### config.mk
export PLATFORM = sky130hd
export DESIGN_NAME = key_action_decoder
export DESIGN_NICKNAME = d
export VERILOG_FILES = /design/src/rtl/key_action_decoder.sv
export SDC_FILE = /design/constraint.sdc
export NUM_CORES = 1
export LEC_CHECK = 0
export ABC_CLOCK_PERIOD_IN_PS = 2000
export CAP_MARGIN = 15
export CORE_ASPECT_RATIO = 1.1
export CORE_MARGIN = 2
export CORE_UTILIZATION = 30
export DETAILED_ROUTE_END_ITERATION = 8
export SLEW_MARGIN = 5
export SYNTH_ARGS = -nofsm -noshare
export SYNTH_HDL_FRONTEND = slang
export SYNTH_SLANG_ARGS = --single-unit
### constraint.sdc
create_clock -name Clk -period 2 [get_ports Clk]
set_input_delay 0.6 -clock Clk [delete_from_list [all_inputs] [get_ports Clk]]
set_output_delay 0.6 -clock Clk [all_outputs]
set_load 0.01 [all_outputs]
### src/rtl/key_action_decoder.sv
// Turns the raw 32-bit HID keycode word into held-until-acked Tetris move requests,
// with frame-timed DAS/ARR auto-repeat on left/right and a fixed repeat rate on soft drop.
module key_action_decoder #(
    parameter int DAS_FRAMES  = 10,
    parameter int ARR_FRAMES  = 2,
    parameter int SOFT_FRAMES = 3
) (
    input  logic        Clk,
    input  logic        Reset,
    input  logic [31:0] keycode,
    input  logic        frame_clk,
    input  logic [4:0]  action_ack,
    output logic [4:0]  action_req
);

    typedef enum logic [1:0] {IDLE, DELAY, REPEAT} rpt_state_t;

    localparam logic [5:0] DAS_L  = 6'(DAS_FRAMES);
    localparam logic [5:0] ARR_L  = 6'(ARR_FRAMES);
    localparam logic [5:0] SOFT_L = 6'(SOFT_FRAMES);

    function automatic logic key_present(input logic [31:0] kc,
                                         input logic [7:0]  code_a,
                                         input logic [7:0]  code_b);
        logic hit;
        hit = 1'b0;
        for (int b = 0; b < 4; b++) begin
            if (kc[8*b +: 8] == code_a || kc[8*b +: 8] == code_b) hit = 1'b1;
        end
        return hit;
    endfunction

    logic [4:0] held_now, held_q, held_prev;
    logic [4:0] held_eff, prev_eff, press;
    logic       conflict_q, conflict_p;
    logic [1:0] frame_sync;
    logic       frame_prev, tick;

    rpt_state_t state_q [3];
    rpt_state_t state_d [3];
    logic [5:0] cnt_q [3];
    logic [5:0] cnt_d [3];
    logic [2:0] rpt_trig;
    logic [4:0] trigger;

    always_comb begin
        held_now[0] = key_present(keycode, 8'h50, 8'h04);
        held_now[1] = key_present(keycode, 8'h4F, 8'h07);
        held_now[2] = key_present(keycode, 8'h51, 8'h16);
        held_now[3] = key_present(keycode, 8'h1D, 8'h14);
        held_now[4] = key_present(keycode, 8'h52, 8'h1A);
    end

    // Left+right together count as neither; masking the previous sample the same way
    // makes the survivor look like a fresh press once the other is released.
    assign conflict_q = held_q[0] & held_q[1];
    assign conflict_p = held_prev[0] & held_prev[1];
    assign held_eff   = held_q    & ~{3'b000, {2{conflict_q}}};
    assign prev_eff   = held_prev & ~{3'b000, {2{conflict_p}}};
    assign press      = held_eff & ~prev_eff;

    // Channels 0/1 run DAS then ARR; channel 2 (soft drop) skips straight to REPEAT.
    always_comb begin
        // NOTE: every output gets a default before the case so no path infers a latch.
        rpt_trig = '0;
        for (int i = 0; i < 3; i++) begin
            state_d[i] = state_q[i];
            cnt_d[i]   = cnt_q[i];
            if (!held_eff[i]) begin
                state_d[i] = IDLE;
                cnt_d[i]   = '0;
            end else begin
                case (state_q[i])
                    IDLE: begin
                        if (press[i]) begin
                            rpt_trig[i] = 1'b1;
                            cnt_d[i]    = '0;
                            state_d[i]  = (i == 2) ? REPEAT : DELAY;
                        end
                    end
                    DELAY: begin
                        if (tick) begin
                            if (cnt_q[i] + 6'd1 == DAS_L) begin
                                rpt_trig[i] = 1'b1;
                                cnt_d[i]    = '0;
                                state_d[i]  = REPEAT;
                            end else begin
                                cnt_d[i] = cnt_q[i] + 6'd1;
                            end
                        end
                    end
                    REPEAT: begin
                        if (tick) begin
                            if (cnt_q[i] + 6'd1 == ((i == 2) ? SOFT_L : ARR_L)) begin
                                rpt_trig[i] = 1'b1;
                                cnt_d[i]    = '0;
                            end else begin
                                cnt_d[i] = cnt_q[i] + 6'd1;
                            end
                        end
                    end
                    default: begin
                        state_d[i] = IDLE;
                        cnt_d[i]   = '0;
                    end
                endcase
            end
        end
    end

    assign trigger = {press[4], press[3], rpt_trig};

    // NOTE: all state updates use non-blocking assignments so every flop sees pre-edge values.
    always_ff @(posedge Clk or posedge Reset) begin
        if (Reset) begin
            held_q     <= '0;
            held_prev  <= '0;
            frame_sync <= '0;
            frame_prev <= 1'b0;
            tick       <= 1'b0;
            action_req <= '0;
            for (int i = 0; i < 3; i++) begin
                state_q[i] <= IDLE;
                cnt_q[i]   <= '0;
            end
        end else begin
            held_q     <= held_now;
            held_prev  <= held_q;
            frame_sync <= {frame_sync[0], frame_clk};
            frame_prev <= frame_sync[1];
            tick       <= frame_sync[1] & ~frame_prev;
            // A new trigger wins over a same-cycle ack; repeats while pending coalesce.
            action_req <= trigger | (action_req & ~action_ack);
            for (int i = 0; i < 3; i++) begin
                state_q[i] <= state_d[i];
                cnt_q[i]   <= cnt_d[i];
            end
        end
    end

endmodule

== Yosys cells after proc, flatten, opt, wreduce, memory -nomap -nowiden ==
Cells that the tools add are included.
Word-level totals
  logic and storage cells: 201
  output and inout port bits: 5
  input port bits: 40
  bits in registers: 43
Cells by class
  add/subtract/negate cells: 3
  equal/unequal tests: 67
  bitwise operators: 13
  muxes and demuxes: 77
  reduce and logical (&&, ||, !) cells: 29
Operators by type and width (number)
  $eq A8 B5 Y1 const B: 16
  $eq A8 B7 Y1 const B: 16
  $mux W6: 18
  $eq A8 B3 Y1 const B: 8
  $pmux W6 S3: 3
  $mux W1: 38
  $ne A3 B3 Y1 const B: 12
  $mux W2: 12
  $and A5 B5 Y5: 4
  $logic_or A1 B1 Y1: 20
  $add A6 B1 Y6 const B: 3
  $eq A6 B2 Y1 const B: 3
  $eq A6 B4 Y1 const B: 3
  $pmux W2 S3: 3
  $reduce_and A4 Y1: 3
  $not A2 Y5: 2
  $not A5 Y5: 2
  $pmux W1 S3: 3
  $reduce_and A3 Y1: 3
  $eq A2 B1 Y1 const B: 3
  $eq A2 B2 Y1 const B: 3
  $logic_not A2 Y1: 3
  $ne A2 B2 Y1 const B: 3
  $or A5 B5 Y5: 1
  other kinds (2): 4

== Depth between registers and ports, before layout ==
  word-level depth: 9
  gate-level depth with buffers: 7
  mapped depth without buffers: 7

== Least setup slack after synthesis ==
No wires, ideal clock.
  path kind: register -> register
  start: register cnt_q[6] (netlist bit)
  end: register cnt_q[9] (netlist bit)
  data arrival time: 1644 ps
  buffers on the path: 0
  cell stages (with the launch flop): 7
  data required time: 1876 ps
  slack: 232 ps
  path through: dfrtp_1 -> ha_1 -> nor4b_1 -> a41oi_1 -> nor4_4 -> nor3_1 -> a211o_1
Between the ends
  word-level cells in the longest chain between the ends: 6
  elaborated cells between the ends (all ways): 9
RTL lines
  from (decl): RTL line 41  | logic [5:0] cnt_q [3];
  from (signal, indexed assignment): RTL line 136  | cnt_q[i] <= cnt_d[i];
  $add A6 B1 Y6 *
  $eq A6 B2 Y1 / $eq A6 B4 Y1 (equally long branches): RTL line 94, 83
  $mux W6 (on tied branches): RTL line 94, 83
  $mux W6 (on tied branches): RTL line 93, 82
  $pmux W6 S3 *: RTL line 73  | case (state_q[i])
  $mux W6 *: RTL line 69  | if (!held_eff[i]) begin
Every way passes the cells marked *; elsewhere a longest branch is shown, timed or not. The select of a mux whose other input is x is not followed.
A chain may end at the register's enable or synchronous reset.

== Final worst setup path ==
  start: register cnt_q[12] (netlist bit)
  end: register cnt_q[13] (netlist bit)
Same word-level chain as after synthesis.

==> impl_results.md <==
* Clock tree sinks at 42
* Sum of internal, switching and leakage power at 1.72 mW
* Worst Setup Path Type: register to register
* Peak ir drop on the vdd network at 0.277 mV
* Data arrival, critical path at slightly above 2 ns
* Rel. slew slack at 0.675
* Proportion of layout cells with a drive suffix above 1 at 0.136
* Static leakage power at 1.58 nW
* Maximum root-to-sink buffer count at 2
* Pint at between 1 and 1.5 mW
* DRC violations left at 0
* Post-placement setup slack at -0.137 ns
* Core Region at 0.00921 mm2
* First-pass GRT wire length at 11100 um
* Number of rows in the core area at 37
* Synth-to-layout area growth at 33.6%
* Async set-reset flop share out of synthesis at 1.00
* Average wire per standard cell at 12.2 um
* Clock tree root buffer cell: sky130_fd_sc_hd__clkbuf_8
* Max-cap violations at 0
* Antenna violations before repair at 0
* Required time at the endpoint of the critical path at 2.20 ns
* Endpoints failing hold at 0
* Critical path cell sequence: ha_1 -> nor3_1 -> a31o_1 -> nand4_1 -> or3_1 -> a32o_1
* Worst Tran Pin Value at slightly below 0.5 ns
* Part of the power in combinational logic at 0.147
* Clk pin slew, worst setup/hold paths at 0.09 ns
* Seq pwr share at 0.509
* Sequential area share after synthesis at 0.374
* Tot GR Track Use at 0.134
* Endpoint, Worst Hold: frame_sync[1]
* CTS Buf Count at 5
* Clock period minus final worst setup slack at 1.87 ns
* Initial cell density of the core at 0.305
* Initial DRT Pass Iterations at 5
* RSZ-0062 raised after global routing: false
* Result of the run: finished, final reports clean
* Antenna Nets Post-Route at 0
* Post-synthesis instance area at 0.00281 mm2
* Nature of the critical path startpoint: register
* Die outline area at 0.0102 mm2
* Y dimension of the die at 106 um
* Share of cell area taken by muxes after synthesis at 0.0178
* Mean cell area of the mapped netlist at 9.09 um2
* Final worst clock skew at approximately 0.0066 ns
* Simple-gate portion of the synthesized area at 0.285
* Cells after synthesis at 309
* Antenna diode count at 0
* Port buffer count at 44
* Clock tree from TritonCTS: yes
* Switching Fraction at 0.261
* EDFF count, synth at 0
* Final-stage net count at between 400 and 500
* Worst hold path class: register to register
* Final core utilization at 0.407
* Average via count per standard cell at 4.99
* First DRT Iteration DRCs at 116
* Via count at 2535
* Number of levels the H-tree was split into at 2
* Most area-hungry cell type in the Yosys netlist: sky130_fd_sc_hd__dfrtp_1
* Compound-gate portion of the synthesized area at 0.152
* Yosys warning count at 0
* Power density relative to cell area at 459 mW/mm2
* Endpoint of the lowest-slack register-to-register path: cnt_q[13]
* CP Capture Type: register
* Commonest cells after routing, fill and taps aside: 44 x sky130_fd_sc_hd__clkdlybuf4s50_1, 42 x sky130_fd_sc_hd__dfrtp_1, 34 x sky130_fd_sc_hd__nand2_1, 34 x sky130_fd_sc_hd__buf_4, 22 x sky130_fd_sc_hd__nor2_1
* Post-Layout Inst Area at around 0.0038 mm2
* Highest fanout seen on the critical path at 5
* Xor/xnor share of the synthesized area at 0.0592
* Net Count, Synth at 366
* Insertion delay of the later-clocked pin in the worst-skew pair at 0.30 ns
* Crit path max-delay family: simple AND/OR/NAND/NOR gates
* Die W at around 96 um
* Post-synthesis register bit count at 42
* Count of endpoints failing setup in the final report at 0
* Buffer and inverter count on the worst path at 0
* Final worst setup slack at 0.129 ns
* Most frequent standard cell in the layout excluding fill and tap cells: sky130_fd_sc_hd__clkdlybuf4s50_1
* Global-route congestion overflow total at 0
* Startpoint of the lowest-slack hold path: frame_sync[0]
* Origin of the critical flop-to-flop path: cnt_q[12]
* Max Clock Freq at 534 MHz
* Peak per-stage delay on the critical path at 0.45 ns
* Number of cells traversed by the worst register-to-register path at 6
* Yosys top cell area share at 0.374
* Weighted congestion reported at the end of routability-driven placement at 0.868
* Area share of fa/ha/maj cells after synthesis at 0.0757
* Worst R2R Setup Slack at roughly 0.13 ns
* Boundary Pins at 45
* Largest family of logic cells by synthesized area: simple AND/OR/NAND/NOR gates
* Pin count of the biggest net entering global routing at 38
* Hold_ws at around 0.36 ns
* Cell depth of the worst hold path at 0
* Number of library cell types mapped by synthesis at 55
* Vias in the first global route at 2592
* Final Cycle Share at 0.936
* Reported net switching power at 450 uW
* Fraction of power consumed by the clock network at 0.344
* Wirelength, routed at 6190 um
* Top cells by area, synth: sky130_fd_sc_hd__dfrtp_1 37%, sky130_fd_sc_hd__ha_1 7.6%, sky130_fd_sc_hd__nand2_1 4.5%
* Primary FF master, synth: sky130_fd_sc_hd__dfrtp_1
* Cell with the biggest individual delay on the critical path: sky130_fd_sc_hd__dfrtp_1
* Final count of pins violating max slew at 0
* Area post-placement at 0.00362 mm2
* HPWL after DPL at 4860 um
[cells in the mapped netlist (all sizes together), types with 3 or more instances]
cell     n
a31oi    5
xor2    11
ha      17
xnor2    8
nor2b    4
a22o     3
nor2    22
and2     3
nor3b    5
o21ai   20
nand3   15
o22ai    4
o21a     3
nand2   34
a32o     3
nand2b   7
nor3    12
inv     19
mux2i    5
nand4b   5
a21oi    4
nor4     4
dfrtp   42
clkbuf   3
nand4    8
nor4bb   4
nor4b    6
[per-stage QoR]
step / TNS [ns] / instances
after floorplan: 0 / 309
after global placement: -0.0995 / 497
after detailed placement: -0.189 / 497
after CTS: 0 / 505
after global routing: 0 / 508
final: 0 / 508
[power by group through the flow]
stage / sequential, mW / combinational [mW] / clock, mW
floorplan: 0.892 / 0.0826 / 0
global placement: 0.893 / 0.251 / 0
detailed placement: 0.894 / 0.256 / 0
CTS: 0.878 / 0.257 / 0.614
global route: 0.881 / 0.283 / 0.652
finish: 0.877 / 0.253 / 0.593
[area by class of cell]
| cell class | instances | area, um2 |
|---|---|---|
| Sequential cell | 42 | 1050 |
| Timing Repair Buffer | 79 | 716 |
| Inverter | 19 | 71.3 |
| Clock buffer | 5 | 68.8 |
| Fill cell | 896 | 5460 |
| Tap cell | 117 | 146 |
| Clock inverter | 3 | 26.3 |
| Multi-Input combinational cell | 243 | 1670 |
[layer usage]
| metal | share of wire | wire (um) | vias to the layer above | global-route usage |
|---|---|---|---|---|
| li1 | - | - | 1297 | - |
| met1 | 0.46 | 2840 | 1184 | 0.169 |
| met2 | 0.48 | 2980 | 50 | 0.229 |
| met3 | 0.052 | 321 | 4 | 0.0293 |
| met4 | 0.0082 | 51 | 0 | 0.0306 |
| met5 | 0 | 0 | - | 0 |
[cell families (layout without fill, tap and decap cells)]
family,Yosys count,in the layout
fa+ha+maj,17,17
simple gates,141,141
flops,42,42
buf+inv,24,106
xor+xnor,19,19
compound gates,61,61
mux,5,5
[how the worst max path moves through the flow]
stage / endpoint / slack [ns] / startpoint / cells past startpoint
floorplan: cnt_q[9] / 0.23 / cnt_q[6] / 6
global placement: held_q[3] / -0.1 / keycode[24] / 4
detailed placement: held_q[3] / -0.14 / keycode[24] / 4
CTS: cnt_q[9] / 0.10 / cnt_q[7] / 6
global route: cnt_q[9] / 0.005 / cnt_q[7] / 8
finish: cnt_q[13] / 0.13 / cnt_q[12] / 6
[flip-flops by register name, summed over array words and instances (netlist names)]
name        cells
cnt_q          18
action_req      5
held_prev       5
held_q          5
state_q         5
frame_sync      2
frame_prev      1
tick            1
[timing repair]
| item | 4_1_cts | 5_1_grt |
|---|---|---|
| setup endpoints to repair | 0 | 7 |
| setup buffers | 0 | 3 |
| resized for setup | 0 | 5 |
| hold buffers | 0 | 0 |
Power figures use the tool's default switching activity.
